<file path="src/rtl/fmul_pkg.sv">
// Shared definitions for the floating-point multiplier datapath: significand
// and product widths for binary32/binary64 and the significand multiplier FSM states.
package fmul_pkg;

  localparam int SP_MANT_WIDTH = 24;
  localparam int DP_MANT_WIDTH = 53;
  localparam int SP_PROD_WIDTH = 2 * SP_MANT_WIDTH;
  localparam int DP_PROD_WIDTH = 2 * DP_MANT_WIDTH;

  typedef enum logic [1:0] {
    IDLE = 2'd0,
    MUL  = 2'd1,
    NORM = 2'd2,
    DONE = 2'd3
  } fmul_state_t;

endpackage

</file>
<file path="src/rtl/mant_mul_step.sv">
// One shift-and-add iteration: adds A shifted into place for every set bit
// of the current multiplier slice.
module mant_mul_step #(
  parameter int MANT_WIDTH     = 24,
  parameter int PROD_WIDTH     = 48,
  parameter int BITS_PER_CYCLE = 1,
  parameter int SHIFT_WIDTH    = 5
) (
  input  logic [PROD_WIDTH-1:0]     acc,
  input  logic [MANT_WIDTH-1:0]     a,
  input  logic [BITS_PER_CYCLE-1:0] bits,
  input  logic [SHIFT_WIDTH-1:0]    shift,
  output logic [PROD_WIDTH-1:0]     acc_next
);

  always_comb begin
    acc_next = acc;
    for (int j = 0; j < BITS_PER_CYCLE; j++) begin
      if (bits[j]) begin
        acc_next = acc_next + (PROD_WIDTH'(a) << (int'(shift) + j));
      end
    end
  end

endmodule

</file>
<file path="src/rtl/mant_seq_multiplier.sv">
// Iterative significand multiplier feeding rounding_module: retires
// BITS_PER_CYCLE multiplier bits per cycle, then normalises the product once.
module mant_seq_multiplier
  import fmul_pkg::*;
#(
  parameter bit IS_DOUBLE      = 1'b0,
  parameter int MANT_WIDTH     = IS_DOUBLE ? DP_MANT_WIDTH : SP_MANT_WIDTH,
  parameter int PROD_WIDTH     = 2 * MANT_WIDTH,
  parameter int BITS_PER_CYCLE = 1
) (
  input  logic                  clk,
  input  logic                  rst_n,
  input  logic                  in_valid,
  output logic                  in_ready,
  input  logic [MANT_WIDTH-1:0] mant_a,
  input  logic [MANT_WIDTH-1:0] mant_b,
  input  logic                  sign_a,
  input  logic                  sign_b,
  output logic                  out_valid,
  input  logic                  out_ready,
  output logic [PROD_WIDTH-1:0] product,
  output logic                  res_sign,
  output logic                  exp_inc,
  output logic                  zero,
  output logic                  unnorm
);

  localparam int ITER = (MANT_WIDTH + BITS_PER_CYCLE - 1) / BITS_PER_CYCLE;
  localparam int BPAD = ITER * BITS_PER_CYCLE;
  localparam int SW   = $clog2(BPAD);
  localparam int CW   = $clog2(ITER + 1);

  fmul_state_t state, state_next;

  logic [MANT_WIDTH-1:0]     a_q;
  logic [BPAD-1:0]           b_q;
  logic [PROD_WIDTH-1:0]     acc, acc_next, norm_prod;
  logic [CW-1:0]             cnt;
  logic [SW-1:0]             k;
  logic [BITS_PER_CYCLE-1:0] slice;
  logic                      accept, zero_op;

  // Valid/ready: a transfer happens on a rising edge where valid and ready are
  // both high; the result is held stable in DONE until out_ready, and new
  // operands may be accepted on the same edge the result is consumed.
  assign in_ready  = (state == IDLE) || ((state == DONE) && out_ready);
  assign out_valid = (state == DONE);
  assign accept    = in_valid && in_ready;
  assign zero_op   = (mant_a == '0) || (mant_b == '0);

  assign k     = SW'(int'(cnt) * BITS_PER_CYCLE);
  assign slice = b_q[k +: BITS_PER_CYCLE];

  mant_mul_step #(
    .MANT_WIDTH    (MANT_WIDTH),
    .PROD_WIDTH    (PROD_WIDTH),
    .BITS_PER_CYCLE(BITS_PER_CYCLE),
    .SHIFT_WIDTH   (SW)
  ) u_step (
    .acc     (acc),
    .a       (a_q),
    .bits    (slice),
    .shift   (k),
    .acc_next(acc_next)
  );

  // Raw MSB clear means the product is in [1,2); one left shift drops a zero bit.
  assign norm_prod = acc[PROD_WIDTH-1] ? acc : {acc[PROD_WIDTH-2:0], 1'b0};

  always_ff @(posedge clk or negedge rst_n) begin
    if (!rst_n) state <= IDLE;
    else        state <= state_next;
  end

  always_comb begin
    state_next = state;
    case (state)
      IDLE: if (accept) state_next = zero_op ? DONE : MUL;
      MUL:  if (cnt == CW'(ITER - 1)) state_next = NORM;
      NORM: state_next = DONE;
      DONE: begin
        if (accept)         state_next = zero_op ? DONE : MUL;
        else if (out_ready) state_next = IDLE;
      end
      default: state_next = IDLE;
    endcase
  end

  always_ff @(posedge clk or negedge rst_n) begin
    if (!rst_n) begin
      a_q      <= '0;
      b_q      <= '0;
      acc      <= '0;
      cnt      <= '0;
      product  <= '0;
      res_sign <= 1'b0;
      exp_inc  <= 1'b0;
      zero     <= 1'b0;
      unnorm   <= 1'b0;
    end else if (accept) begin
      a_q      <= mant_a;
      b_q      <= BPAD'(mant_b);
      acc      <= '0;
      cnt      <= '0;
      res_sign <= sign_a ^ sign_b;
      product  <= '0;
      exp_inc  <= 1'b0;
      zero     <= zero_op;
      unnorm   <= 1'b0;
    end else if (state == MUL) begin
      acc <= acc_next;
      cnt <= cnt + CW'(1);
    end else if (state == NORM) begin
      product <= norm_prod;
      exp_inc <= acc[PROD_WIDTH-1];
      unnorm  <= ~norm_prod[PROD_WIDTH-1];
    end
  end

endmodule
</file>
<file path="config.mk">
export PLATFORM = sky130hd
export DESIGN_NAME = mant_seq_multiplier
export DESIGN_NICKNAME = d
export VERILOG_FILES = /design/src/rtl/fmul_pkg.sv /design/src/rtl/mant_mul_step.sv /design/src/rtl/mant_seq_multiplier.sv
export SDC_FILE = /design/constraint.sdc
export NUM_CORES = 1
export LEC_CHECK = 0
export CORE_MARGIN = 2
export CORE_UTILIZATION = 28
export DETAILED_ROUTE_END_ITERATION = 8
export GPL_ROUTABILITY_DRIVEN = 0
export PLACE_DENSITY = 0.56
export SKIP_LAST_GASP = 1
export SLEW_MARGIN = 20
export SYNTH_ARGS = -nofsm -noshare
export SYNTH_HDL_FRONTEND = slang
export SYNTH_SLANG_ARGS = --single-unit
</file>
<file path="constraint.sdc">
create_clock -name clk -period 7.8 [get_ports clk]
set_input_delay 2.34 -clock clk [delete_from_list [all_inputs] [get_ports clk]]
set_output_delay 2.34 -clock clk [all_outputs]
set_load 0.01 [all_outputs]
</file>
### Word level (Yosys, flattened, before mapping)

Cells that the tools add are included.

| storage, ports and cells | value |
|---|---|
| input bits | 54 |
| flip-flop bits (word level) | 155 |
| logic and storage cells | 58 |
| output and inout bits | 54 |

| cells by class | value |
|---|---|
| equal/unequal tests | 8 |
| reduce and logical (&&, ||, !) cells | 13 |
| $add $sub $neg | 2 |
| muxes and demuxes | 21 |
| bitwise logic cells | 2 |
| shifts and indexed selects | 2 |

Operators with widths:

| kind | count |
|---|---|
| $mux W48 | 7 |
| $add A48 B48 Y48 | 1 |
| $logic_not A24 Y1 | 2 |
| $shl A24 B5 Y48 | 1 |
| $shiftx A24 B6 Y1 | 1 |
| $mux W2 | 5 |
| $mux W5 | 2 |
| $pmux W2 S4 | 1 |
| $mux W1 | 6 |
| $ne A2 B2 Y1 const B | 3 |
| $reduce_bool A2 Y1 | 3 |
| $add A5 B1 Y5 const B | 1 |
| $eq A5 B5 Y1 const B | 1 |
| $eq A2 B2 Y1 const B | 2 |
| $reduce_and A2 Y1 | 2 |
| $ne A3 B1 Y1 const B | 1 |
| $reduce_and A3 Y1 | 1 |
| $eq A2 B1 Y1 const B | 1 |
| $logic_and A1 B1 Y1 | 2 |
| $logic_not A2 Y1 | 1 |
| $logic_or A1 B1 Y1 | 2 |
| $not A1 Y1 | 1 |
| $xor A1 B1 Y1 | 1 |

### Longest topological paths before layout

| depth | value |
|---|---|
| depth in word-level cells | 6 |
| gate-level depth with buffers | 22 |
| gate-level depth less buffers | 19 |

### Modules after synthesis

From an unflattened synthesis, not the netlist that was laid out.

| unflattened totals | value |
|---|---|
| cell total of the unflattened synthesis | 1,400 |
| area, all modules | 11,683.7 sq um |

By module, submodules not included:

| module | seq. area each (sq um) | instances | cells an instance | area an instance (sq um) |
|---|---|---|---|---|
| mant_seq_multiplier | 3,878.7 | 1 | 724 | 7,028.0 |
| mant_mul_step | 0.0 | 1 | 676 | 4,655.7 |

### Least setup slack after synthesis

OpenSTA, ideal clock, no wires.

| timing | value |
|---|---|
| path kind | in2out |
| start | input out_ready |
| end | output in_ready |
| cell stages on the path | 2 |
| arrival time | 2,743 ps |
| required time | 5,460 ps |
| path buffers | 0 |
| setup slack | 2,717 ps |
| cells stage by stage | nand2_1 -> a21oi_1 |

| on the way | value |
|---|---|
| cells in the longest elaborated chain, start to end | 2 |

Ends and longest elaborated chain:

| item | RTL line | text |
|---|---|---|
| from (decl) | mant_seq_multiplier.sv:20 | `input logic out_ready,` |
| $logic_and A1 B1 Y1 | mant_seq_multiplier.sv:46 | `assign in_ready = (state == IDLE) \|\| ((state == DONE) && out_ready);` |
| $logic_or A1 B1 Y1 | mant_seq_multiplier.sv:46 |  |
| to (decl) | mant_seq_multiplier.sv:14 | `output logic in_ready,` |

No other way between the ends.

### Worst setup path after layout

Same ends and word-level chain as after synthesis.

==> key figures <==
Outcome
  – Status: completed

GRT
  – Total congestion overflow: 0
  – Vias in the first global route: 9082
  – Largest net degree at the start of global routing: 90
  – Total track usage: 0.1522
  – Initial antenna violation count: 0
  – First-pass GRT wire length: 49.38 mm

Worst setup path
  – Critical Path Sink Type: primary output
  – Crit Path Max Fanout: 5
  – Worst Setup EP: in_ready
  – WP data arrival: 3.91 ns
  – Crit-path max cell delay: 0.63 ns
  – Reg2Reg Depth: 16
  – Slowest cell on crit path: clkdlybuf4s50_1
  – CP required: 5.46 ns
  – Capture point of the worst reg-to-reg path: acc[47]
  – Reg2Reg Setup Slack: 2.69 ns
  – Critical R2R Launch: cnt[1]
  – Most common cell on crit path: clkdlybuf4s50_1
  – Setup CP Type: in -> out
  – Worst setup SP type: input port
  – Crit-path cells: clkdlybuf4s50_1 -> nand2_1 -> a21oi_1 -> clkdlybuf4s50_1
  – CP Launch Point: out_ready

STA
  – Max-slew headroom at the worst pin: 0.4119
  – Final slew viol count: 0
  – # setup viols final: 0
  – Max frequency: 0.1600 GHz
  – Min cycle time layout: 6.248 ns
  – Least-Margin Pin Slew: 0.8822 ns
  – Fin. Hold Viols: 0
  – Fin Hold WS: 0.4699 ns
  – Final period util: 0.8010
  – RSZ-0062 raised after global routing: false
  – Final TNS setup: 0 ns
  – Clk_skew: 0.01404 ns

Clock network
  – CTS tree: yes
  – Sink Count: 155
  – CTS Hold Buffers Added: 0
  – Longest Clk Path Bufs: 2
  – Clock Tree Root: clkbuf_16
  – Worst-Skew Late Latency: 0.45 ns
  – Post_cts resized: 0
  – Clock transition at path regs: 0.06 ns
  – Postcts setup bufs: 0
  – CTS buffer count: 17
  – Max H-tree Level: 4

Worst hold path
  – Hold Path Cell Cnt: 2
  – Min-delay worst type: reg -> reg

Finish
  – Layout cells sized above 1: 0.07543
  – Inserted Diodes: 0
  – Final Net Count: 1429
  – P&R area growth vs syn: 18.62%

Power
  – Pwr/cell area: 479.2 nW/µm²
  – Leak: 5.617 nW
  – Power share of the combinational group: 0.631
  – Int Pwr: 0.003101 W
  – Sw Ratio: 0.4935
  – Switch Pwr: 0.003022 W
  – Pwr Total: 0.006123 W
  – Sequential power share: 0.235
  – Clk network pwr share: 0.134
  – Peak supply drop: 0.2212 mV

Logic synthesis
  – Synth Warn #: 0
  – Mapped Area: 10770 µm²
  – Synth area leader: dfrtp_1
  – Synth unique cells: 72
  – Most common cell in the netlist: nand2_1
  – Number of synthesized register bits: 155
  – Mean Syn Cell Area: 8.456 µm²
  – Cells after synthesis: 1274
  – Synth cell count leaders: nand2_1 (286), dfrtp_1 (155), mux2i_1 (96)
  – Post-synth top flop: dfrtp_1
  – Top cell type's share of synthesized area: 0.3600
  – Async SR Flop Fraction: 1.000
  – Syn nets: 1377
  – Synth area leaders: dfrtp_1 (36%), nand2_1 (10%), mux2i_1 (8.9%), ha_1 (5.6%), o21ai_0 (4.2%)
  – Number of synthesized flops with an enable pin: 0
  – Sequential share of the synthesized area: 0.3600

Routing
  – Iteration count of the initial detailed-routing pass: 7
  – Total Routed Length: 30.28 mm
  – Drt first-iter violations: 524
  – Drc violations: 0
  – Wire per inst: 16.37 µm
  – Routed vias: 9142
  – Vias per inst: 4.942
  – Post-detailed-route count of antenna-violating nets: 0

Die
  – Die Ht: 200.2 µm
  – Die area: 40060 µm²
  – I/O pins: 108
  – Area of the core: 37760 µm²
  – FP Rows: 71
  – Starting Density: 0.2853
  – Die W: 200.2 µm

Place
  – Post-DP HPWL: 22.37 mm
  – Port Buffers: 107

Job
  – Max-cap violations: 0
-- kinds of logic after synthesis --
family          count (synthesis)  share of synthesized area
compound gates                304                     0.1744
xor+xnor                       44                    0.03577
fa+ha+maj                      49                    0.05761
buf+inv                       105                    0.04181
flops                         155                     0.3600
mux                           124                     0.1321
simple gates                  493                     0.1983
-- placed cells by master, fill, tap and decap left out, types with 10 or more instances in the layout --
cell	n
a21o_1	30
a21oi_1	77
and2_1	10
buf_4	11
clkbuf_16	17
clkdlybuf4s50_1	106
dfrtp_1	152
ha_1	48
inv_1	17
mux2_2	15
mux2i_1	96
mux4_2	13
nand2_1	285
nand2b_1	10
nand3_1	32
nand4_1	12
nor2_1	86
nor4_1	13
o21ai_0	91
o21ai_1	30
o22ai_1	11
xnor2_1	30
xor2_1	14
-- power by group through the flow --
stage	sequential, W	clock, W	combinational (W)
after floorplan	0.00134	0	0.00294
after CTS	0.00144	0.000849	0.00387
final	0.00144	0.000823	0.00386
after global placement	0.00144	0	0.00381
after global routing	0.00149	0.000880	0.00430
after detailed placement	0.00146	0	0.00384
-- flip-flops by register name, summed over array words and instances, names as in the netlist --
name,cells
cnt,5
zero,1
unnorm,1
exp_inc,1
acc,48
state,2
a_q,24
product,48
b_q,24
res_sign,1
-- area by class of cell --
type                       instances  area (µm²)
fill                            3948       24980
multi-input combinational       1014        6460
sequential                       155        3882
timing repair buffer             118        1155
tap                              511       639.4
clock buffer                      18       439.2
clock inverter                    14       127.6
inverter                          20       75.07
-- stage by stage --
stage | util | cell area, µm² | cells | worst slack [ns]
final | 0.3385 | 12780 | 1850 | 1.552
after global routing | 0.3385 | 12780 | 1850 | 1.472
after CTS | 0.3384 | 12780 | 1850 | 1.549
after detailed placement | 0.3234 | 12210 | 1818 | 1.553
after global placement | 0.3234 | 12210 | 1818 | 1.583
after floorplan | - | 10770 | 1274 | 2.717
-- worst min-delay path by stage --
stage	startpoint	endpoint	slack, ns
final	b_q[19]	b_q[19]	0.47
after global routing	b_q[0]	b_q[0]	0.49
after CTS	b_q[19]	b_q[19]	0.47
after detailed placement	b_q[19]	b_q[19]	0.46
after global placement	b_q[20]	b_q[20]	0.45
after floorplan	b_q[10]	b_q[10]	0.44
-- per-layer routing --
metal	vias to the layer above	GRT usage	part of all wire
li1	4584	-	-
met1	4304	0.2122	0.48
met2	223	0.2402	0.45
met3	31	0.02815	0.049
met4	0	0.04424	0.018
met5	-	0	0
-- worst max-delay path, delay by kind of cell --
family,cells,cell delay [ns]
AO/OA/AOI/OAI,1,0.42
AND/OR/NAND/NOR,1,0.06
buffers and inverters,2,1.09
No activity file was read; power rests on OpenSTA's default activity.
